==> config.mk <==
export PLATFORM = sky130hd
export DESIGN_NAME = decode_queue_ctrl
export DESIGN_NICKNAME = d
export VERILOG_FILES = /design/src/rtl/decode_queue_ctrl.sv
export SDC_FILE = /design/constraint.sdc
export NUM_CORES = 1
export LEC_CHECK = 0
export CAP_MARGIN = 0
export CORE_UTILIZATION = 53
export CTS_CLUSTER_SIZE = 14
export DETAILED_ROUTE_END_ITERATION = 7
export GPL_ROUTABILITY_DRIVEN = 0
export PLACE_DENSITY = 0.88
export SYNTH_ARGS = -nofsm -noshare
export SYNTH_HDL_FRONTEND = slang
export SYNTH_SLANG_ARGS = --single-unit
==> constraint.sdc <==
create_clock -name clk -period 7 [get_ports clk]
set_clock_uncertainty 0.05 [all_clocks]
set_input_delay 1.4 -clock clk [delete_from_list [all_inputs] [get_ports clk]]
set_output_delay 1.4 -clock clk [all_outputs]
set_load 0.005 [all_outputs]
==> src/rtl/decode_queue_ctrl.sv <==
// Instruction queue between fetch and the dual-slot decode stage.
// Keeps program order and never issues a branch without its delay slot.
module decode_queue_ctrl #(
   parameter int DEPTH = 8,
   parameter int AW    = $clog2(DEPTH)
) (
   input  logic             clk,
   input  logic             reset,
   input  logic             flush,
   input  logic [1:0]       in_valid,
   input  logic [1:0][31:0] in_pc,
   input  logic [1:0][31:0] in_instr,
   input  logic [1:0]       in_is_branch,
   output logic             in_ready,
   output logic [1:0]       out_valid,
   output logic [1:0][31:0] out_pc,
   output logic [1:0][31:0] out_instr,
   input  logic [1:0]       accept,
   output logic [AW:0]      count,
   output logic             protocol_err
);

   localparam logic [AW:0] MAX_FILL = (AW+1)'(DEPTH - 2);
   localparam logic [AW:0] ONE      = (AW+1)'(1);
   localparam logic [AW:0] TWO      = (AW+1)'(2);

   logic [31:0]      pc_mem    [DEPTH];
   logic [31:0]      instr_mem [DEPTH];
   logic [DEPTH-1:0] br_mem;

   logic [AW:0]   head, tail;
   logic [AW-1:0] h0, h1, t0, t1;
   logic          head_br, active, err_set;
   logic [1:0]    push_n, pop_n, pop;

   assign count   = tail - head;
   assign h0      = head[AW-1:0];
   assign h1      = h0 + AW'(1);
   assign t0      = tail[AW-1:0];
   assign t1      = t0 + AW'(1);
   assign head_br = br_mem[h0];
   assign active  = !reset && !flush;

   // NOTE: every signal driven here gets a default first, so no path can infer a latch.
   always_comb begin
      in_ready     = !reset && (count <= MAX_FILL);
      out_valid    = 2'b00;
      out_pc[0]    = pc_mem[h0];
      out_pc[1]    = pc_mem[h1];
      out_instr[0] = instr_mem[h0];
      out_instr[1] = instr_mem[h1];
      push_n       = 2'd0;
      pop_n        = 2'd0;
      pop          = 2'b00;
      err_set      = 1'b0;

      if (active) begin
         // A branch at head is held back until its delay slot is queued behind it.
         out_valid[1] = count >= TWO;
         out_valid[0] = (count >= ONE) && !(head_br && count < TWO);

         case (in_valid)
            2'b01:   push_n = in_ready ? 2'd1 : 2'd0;
            2'b11:   push_n = in_ready ? 2'd2 : 2'd0;
            2'b10:   err_set = 1'b1;
            default: push_n = 2'd0;
         endcase

         pop = accept & out_valid;
         if (accept == 2'b10) begin
            err_set = 1'b1;
         end else if (pop == 2'b11) begin
            pop_n = 2'd2;
         end else if (pop == 2'b01) begin
            if (head_br) err_set = 1'b1;
            else         pop_n   = 2'd1;
         end
      end
   end

   // NOTE: state registers use non-blocking assignments so all flops update together at the edge.
   always_ff @(posedge clk) begin
      if (reset) begin
         head         <= '0;
         tail         <= '0;
         protocol_err <= 1'b0;
      end else if (flush) begin
         head <= '0;
         tail <= '0;
      end else begin
         head <= head + (AW+1)'(pop_n);
         tail <= tail + (AW+1)'(push_n);
         if (err_set) protocol_err <= 1'b1;
      end
   end

   // NOTE: payload storage is deliberately not reset; the pointers alone decide what is valid.
   always_ff @(posedge clk) begin
      if (push_n != 2'd0) begin
         pc_mem[t0]    <= in_pc[0];
         instr_mem[t0] <= in_instr[0];
         br_mem[t0]    <= in_is_branch[0];
      end
      if (push_n == 2'd2) begin
         pc_mem[t1]    <= in_pc[1];
         instr_mem[t1] <= in_instr[1];
         br_mem[t1]    <= in_is_branch[1];
      end
   end

endmodule

Word level (Yosys, flattened, before mapping)
Memory sizes are Yosys's and may differ from the RTL's. A register that Yosys moved wholly into a read port is not among the register bits.
Index checks and enable logic that the tools add are counted.
{"block": "op_classes", "order_cmp": 9, "n_mux": 32, "bitwise": 2, "addsub": 5, "n_eq_ne": 7, "reduce_logical": 12}
{"cell": "bitwise mux 8 bit", "count": 2}
{"cell": "2-to-1 mux 1 bit", "count": 16}
{"cell": "2-to-1 mux 8 bit", "count": 2}
{"cell": "less-than comparator 3 x 4 -> 1 bit, second input constant", "count": 3}
{"cell": "2-to-1 mux 2 bit", "count": 6}
{"cell": "equality test 2 bit, second input constant", "count": 5}
{"cell": "adder 4 x 2 -> 4 bit", "count": 2}
{"cell": "adder 3 x 1 -> 3 bit, second input constant", "count": 2}
{"cell": "demux 1 bit (select 3 bit)", "count": 2}
{"cell": ">= comparator 3 x 1 -> 1 bit, second input constant", "count": 2}
{"cell": "logical AND 1 bit", "count": 6}
{"cell": "2-to-1 mux 3 bit", "count": 2}
{"cell": "equality test 2 x 1 -> 1 bit, second input constant", "count": 2}
{"cell": ">= comparator 4 x 1 -> 1 bit, second input constant", "count": 1}
{"cell": ">= comparator 4 x 2 -> 1 bit, second input constant", "count": 1}
{"cell": "less-or-equal comparator 4 x 3 -> 1 bit, second input constant", "count": 1}
{"cell": "less-than comparator 4 x 2 -> 1 bit, second input constant", "count": 1}
{"cell": "one-hot mux 2 bit (2 select lines)", "count": 1}
{"cell": "subtractor 4 bit", "count": 1}
{"cell": "binary-select mux 1 bit (select 3 bit)", "count": 1}
{"cell": "zero test 1 bit", "count": 3}
{"cell": "bitwise AND 2 bit", "count": 1}
{"cell": "AND reduction 2 bit", "count": 1}
{"cell": "nonzero test 2 bit", "count": 1}
{"cell": "other kinds (2)", "count": 2}
{"block": "totals", "mem_count": 2, "register_bits": 17, "out_inout_bits": 136, "ram_bits": 512, "word_cells": 73}
{"memory": "instr_mem", "words": 8, "word_bits": 32, "read_ports": 2, "rd_ports_with_merged_regs": 1, "wr": 2, "line_no": "28", "rtl": "logic [31:0] instr_mem [DEPTH];"}
{"memory": "pc_mem", "words": 8, "word_bits": 32, "read_ports": 2, "rd_ports_with_merged_regs": 1, "wr": 2, "line_no": "27", "rtl": "logic [31:0] pc_mem [DEPTH];"}

Depth between registers and ports, before layout
{"block": "logic_depth", "depth_word": 13, "depth_mapped": 14, "mapped_depth_nobuf": 13}

Least setup slack after synthesis
No wires, ideal clock.
{"block": "synth_timing", "path_kind": "reg2reg", "startpoint": "register head[2]", "endpoint": "memory instr_mem[1][0], enable pin", "synth_period_minus_slack_ns": 7.753, "path_slack_ns": -0.753, "stages_incl_launch_ff": 10, "required_time_ns": 6.369, "setup_time_ns": 0.581, "arrival_ns": 7.122, "path_cell_list": "dfxtp_1 clkbuf_1 inv_1 clkbuf_1 ha_1 and3b_1 nor3_1 o21ai_0 nand2b_1 o31ai_1"}
{"element": "start, declared", "line_no": "31", "rtl": "logic [AW:0] head, tail;"}
{"element": "start signal, assigned", "line_no": "91", "rtl": "head <= head + (AW+1)'(pop_n);"}
{"element": "end, declared", "line_no": "28"}

Final worst setup path
{"block": "layout_timing", "startpoint": "register tail[0]", "endpoint": "output port in_ready"}
{"block": "layout_via", "elab_chain_len": 3}
{"element": "start, declared", "line_no": "31"}
{"element": "start signal, assigned", "line_no": "92", "rtl": "tail <= tail + (AW+1)'(push_n);"}
{"element": "subtractor 4 bit", "line_no": "36", "rtl": "assign count = tail - head;"}
{"element": "less-or-equal comparator 4 x 3 -> 1 bit", "line_no": "46", "rtl": "in_ready = !reset && (count <= MAX_FILL);"}
{"element": "logical AND 1 bit", "line_no": "46"}
{"element": "end, declared", "line_no": "14", "rtl": "output logic in_ready,"}
Every way passes these cells.

==> flow_metrics.tcl <==
set metrics [dict create \
    outcome "complete, no violations" \
    cts.path.max_buffers 3 \
    cpLargestDelayFamily "buffers and inverters" \
    end_kind "output pin" \
    antenna_left 0 \
    ys_seq_area_frac 0.5164 \
    drtIter0Drc 2511 \
    vdd.ir_drop.worst_v 0.0002187 \
    hold_depth 2 \
    fillers 3854 \
    holdWs_ps 453.3 \
    ys_ff_latch 529 \
    wl_mm 85.63 \
    maxCapViolCount 0 \
    route.detailed.drc 0 \
    path_common_cell "inv_1" \
    slew_violations 0 \
    grt_max_degree 75 \
    cts_hold_buffers 0 \
    critical_path_class "reg -> out" \
    ys_types 48 \
    worst_path_largest_cell_delay_ps 750 \
    grtUsageTotal 0.2893 \
    die-area_um2 58380 \
    p_switching_w 0.001399 \
    max_freq_mhz 182.5 \
    ys.flop_type "edfxtp_1" \
    worst-path-max-fanout 17 \
    grt_use_met1 0.3627 \
    worstRegToRegCells 9 \
    port_buffers 272 \
    clock_sinks 529 \
    cts_root_buffer "clkbuf_16" \
    antenna_found_initial 20 \
    drive_gt1_frac 0.4001 \
    cp_cell_sequence "inv_1, ha_1, fa_1, nor2_1, a21oi_1, o21ai_0, inv_1, clkdlybuf4s50_1" \
    vias 20120 \
    fin_nets 2336 \
    ioPinCount 273 \
    async_reset_ff_frac 0 \
    slowest_stage "dfxtp_1" \
    postCtsSetupBuffers 0 \
    path_buf_inv 3 \
    hp-class "reg -> reg" \
    setup_viol 0 \
    fin_ws_ps 1521 \
    die_h_um 241.6 \
    power.leakage_nw 11.79 \
    netSwitchingFraction 0.2133 \
    final_common_cell "edfxtp_1" \
    dp_slack_ps 1638 \
    p_int_w 0.005159 \
    post-route-period-util 0.7827 \
    syn-cell-area_um2 30430 \
    numCtsBuffers 52 \
    final_hold_viol_count 0 \
    synth.net_count 2124 \
    seq_power_share 0.533 \
    yosys_warnings 0 \
    tightestPinTransition_ps 1327 \
    wire_per_inst_um 28.59 \
    grt_pass1_wl_mm 127.9 \
    tritoncts "built" \
    htreeDepth 2 \
    grt_pass1_vias 21090 \
    gr-total-overflow 0 \
    grt_busiest_layer "met2" \
    cp.required_ps 5550 \
    synthToLayoutAreaGrowth_pct 16.66 \
    core_um2 56600 \
    avgViaCountPerCell 6.718 \
    die_w_um 241.6 \
    crit_arrival_ps 4030 \
    netlist_instances 1975 \
    rsz0062_at_grt "false" \
    num_rows 87 \
    avgSynthCellArea_um2 15.41 \
    hold_path_end "br_mem[3]" \
    max_slew_margin 0.09242 \
    setup_tns_ps 0 \
    power_density_nw_per_um2 184.7 \
    synth_edf_count 512 \
    hold_start "br_mem[3]" \
    worst_skew_pair.late_latency_ps 600 \
    mostFrequentLayoutCells "edfxtp_1, mux2_2, nand2_1" \
    period_needed_ps 5479 \
    startpoint_type "register" \
    r2r-end "instr_mem[2][30]" \
    dpl.hpwl_mm 50.03 \
    power_frac_comb 0.062 \
    grt_util_met3 0.05827 \
    rr_startpoint "tail[0]" \
    use_met2 0.4817 \
    r2r_slack_ps 1660 \
    clk_pin_slew_ps 60 \
    cts_resized 0 \
    clkPwrFrac 0.405 \
    drt_first_pass_iters 5 \
    initial_utilization 0.5376 \
]
==> registers in the layout, summed over array words and instances (netlist names) <==
signal        count
tail              4
instr_mem       256
protocol_err      1
pc_mem          256
br_mem            8
head              4
==> stage by stage <==
stage	utilization	instances	instance area [um^2]	power (W)
4_1_cts	0.6266	2983	35470	0.006561
5_1_grt	0.6271	2993	35500	0.006694
2_1_floorplan	-	1975	30430	0.003748
3_5_place_dp	0.5992	2889	33920	0.003958
3_3_place_gp	0.5992	2889	33920	0.003936
6_report	0.6272	2995	35500	0.006558
==> layer usage <==
layer | vias up | share of wire
li1 | 8253 | -
met1 | 10270 | 0.36
met2 | 1340 | 0.49
met3 | 235 | 0.10
met4 | 20 | 0.044
met5 | - | 0.0014
==> worst max path at each step <==
stage	cells after the start	from	endpoint	slack (ps)
floorplan	9	head[2]	instr_mem[1][0]	-750
global placement	6	reset	instr_mem[0][20]	1760
detailed placement	6	reset	pc_mem[0][3]	1640
CTS	6	head[1]	out_pc[30]	1540
global route	8	tail[0]	in_ready	1280
finish	8	tail[0]	in_ready	1520
==> worst min-delay path, cell delays in order (launching register included) <==
cell and delay, ps:
dfxtp_1 320, o41ai_1 60, a31oi_1 70
==> final cells by class <==
class	instances	area, um^2	area share
multi-input combinational	1287	14210	0.4004
timing repair buffer	305	2983	0.08402
tap	756	945.9	0.02664
clock inverter	31	191.4	0.005392
antenna	12	30.03	0.0008458
sequential	529	15730	0.4430
inverter	12	46.29	0.001304
clock buffer	63	1364	0.03842
==> power groups by stage <==
stage          clock network, W  logic (W)  registers, W
2_1_floorplan                 0   0.000188       0.00356
3_3_place_gp                  0   0.000376       0.00356
3_5_place_dp                  0   0.000396       0.00356
4_1_cts                 0.00266   0.000402       0.00349
5_1_grt                 0.00277   0.000434       0.00349
6_report                0.00266   0.000407       0.00350
==> Yosys cell counts (all sizes together) (6+ instances only) <==
master  count  area, um^2
mux2      512        5867
nor3        6       30.03
mux4      258        5811
nor2       17       63.81
dfxtp      17       340.3
inv        12       45.04
ha          9       112.6
xnor2       7       61.31
nand2     394        1479
clkbuf     83       311.6
a21oi       8       40.04
edfxtp    512       15370
nand3       6       30.03
buf        64       301.5
==> cells by family after synthesis <==
group / share of synthesized area
buffers and inverters: 0.02163
AOI/OAI and AO/OA: 0.01077
muxes: 0.3844
adders and majority gates: 0.005674
and+or+nand+nor: 0.05851
xor gates and xnor gates: 0.002590
DFF: 0.5164
Note: power is estimated with default switching activity, not from simulation.
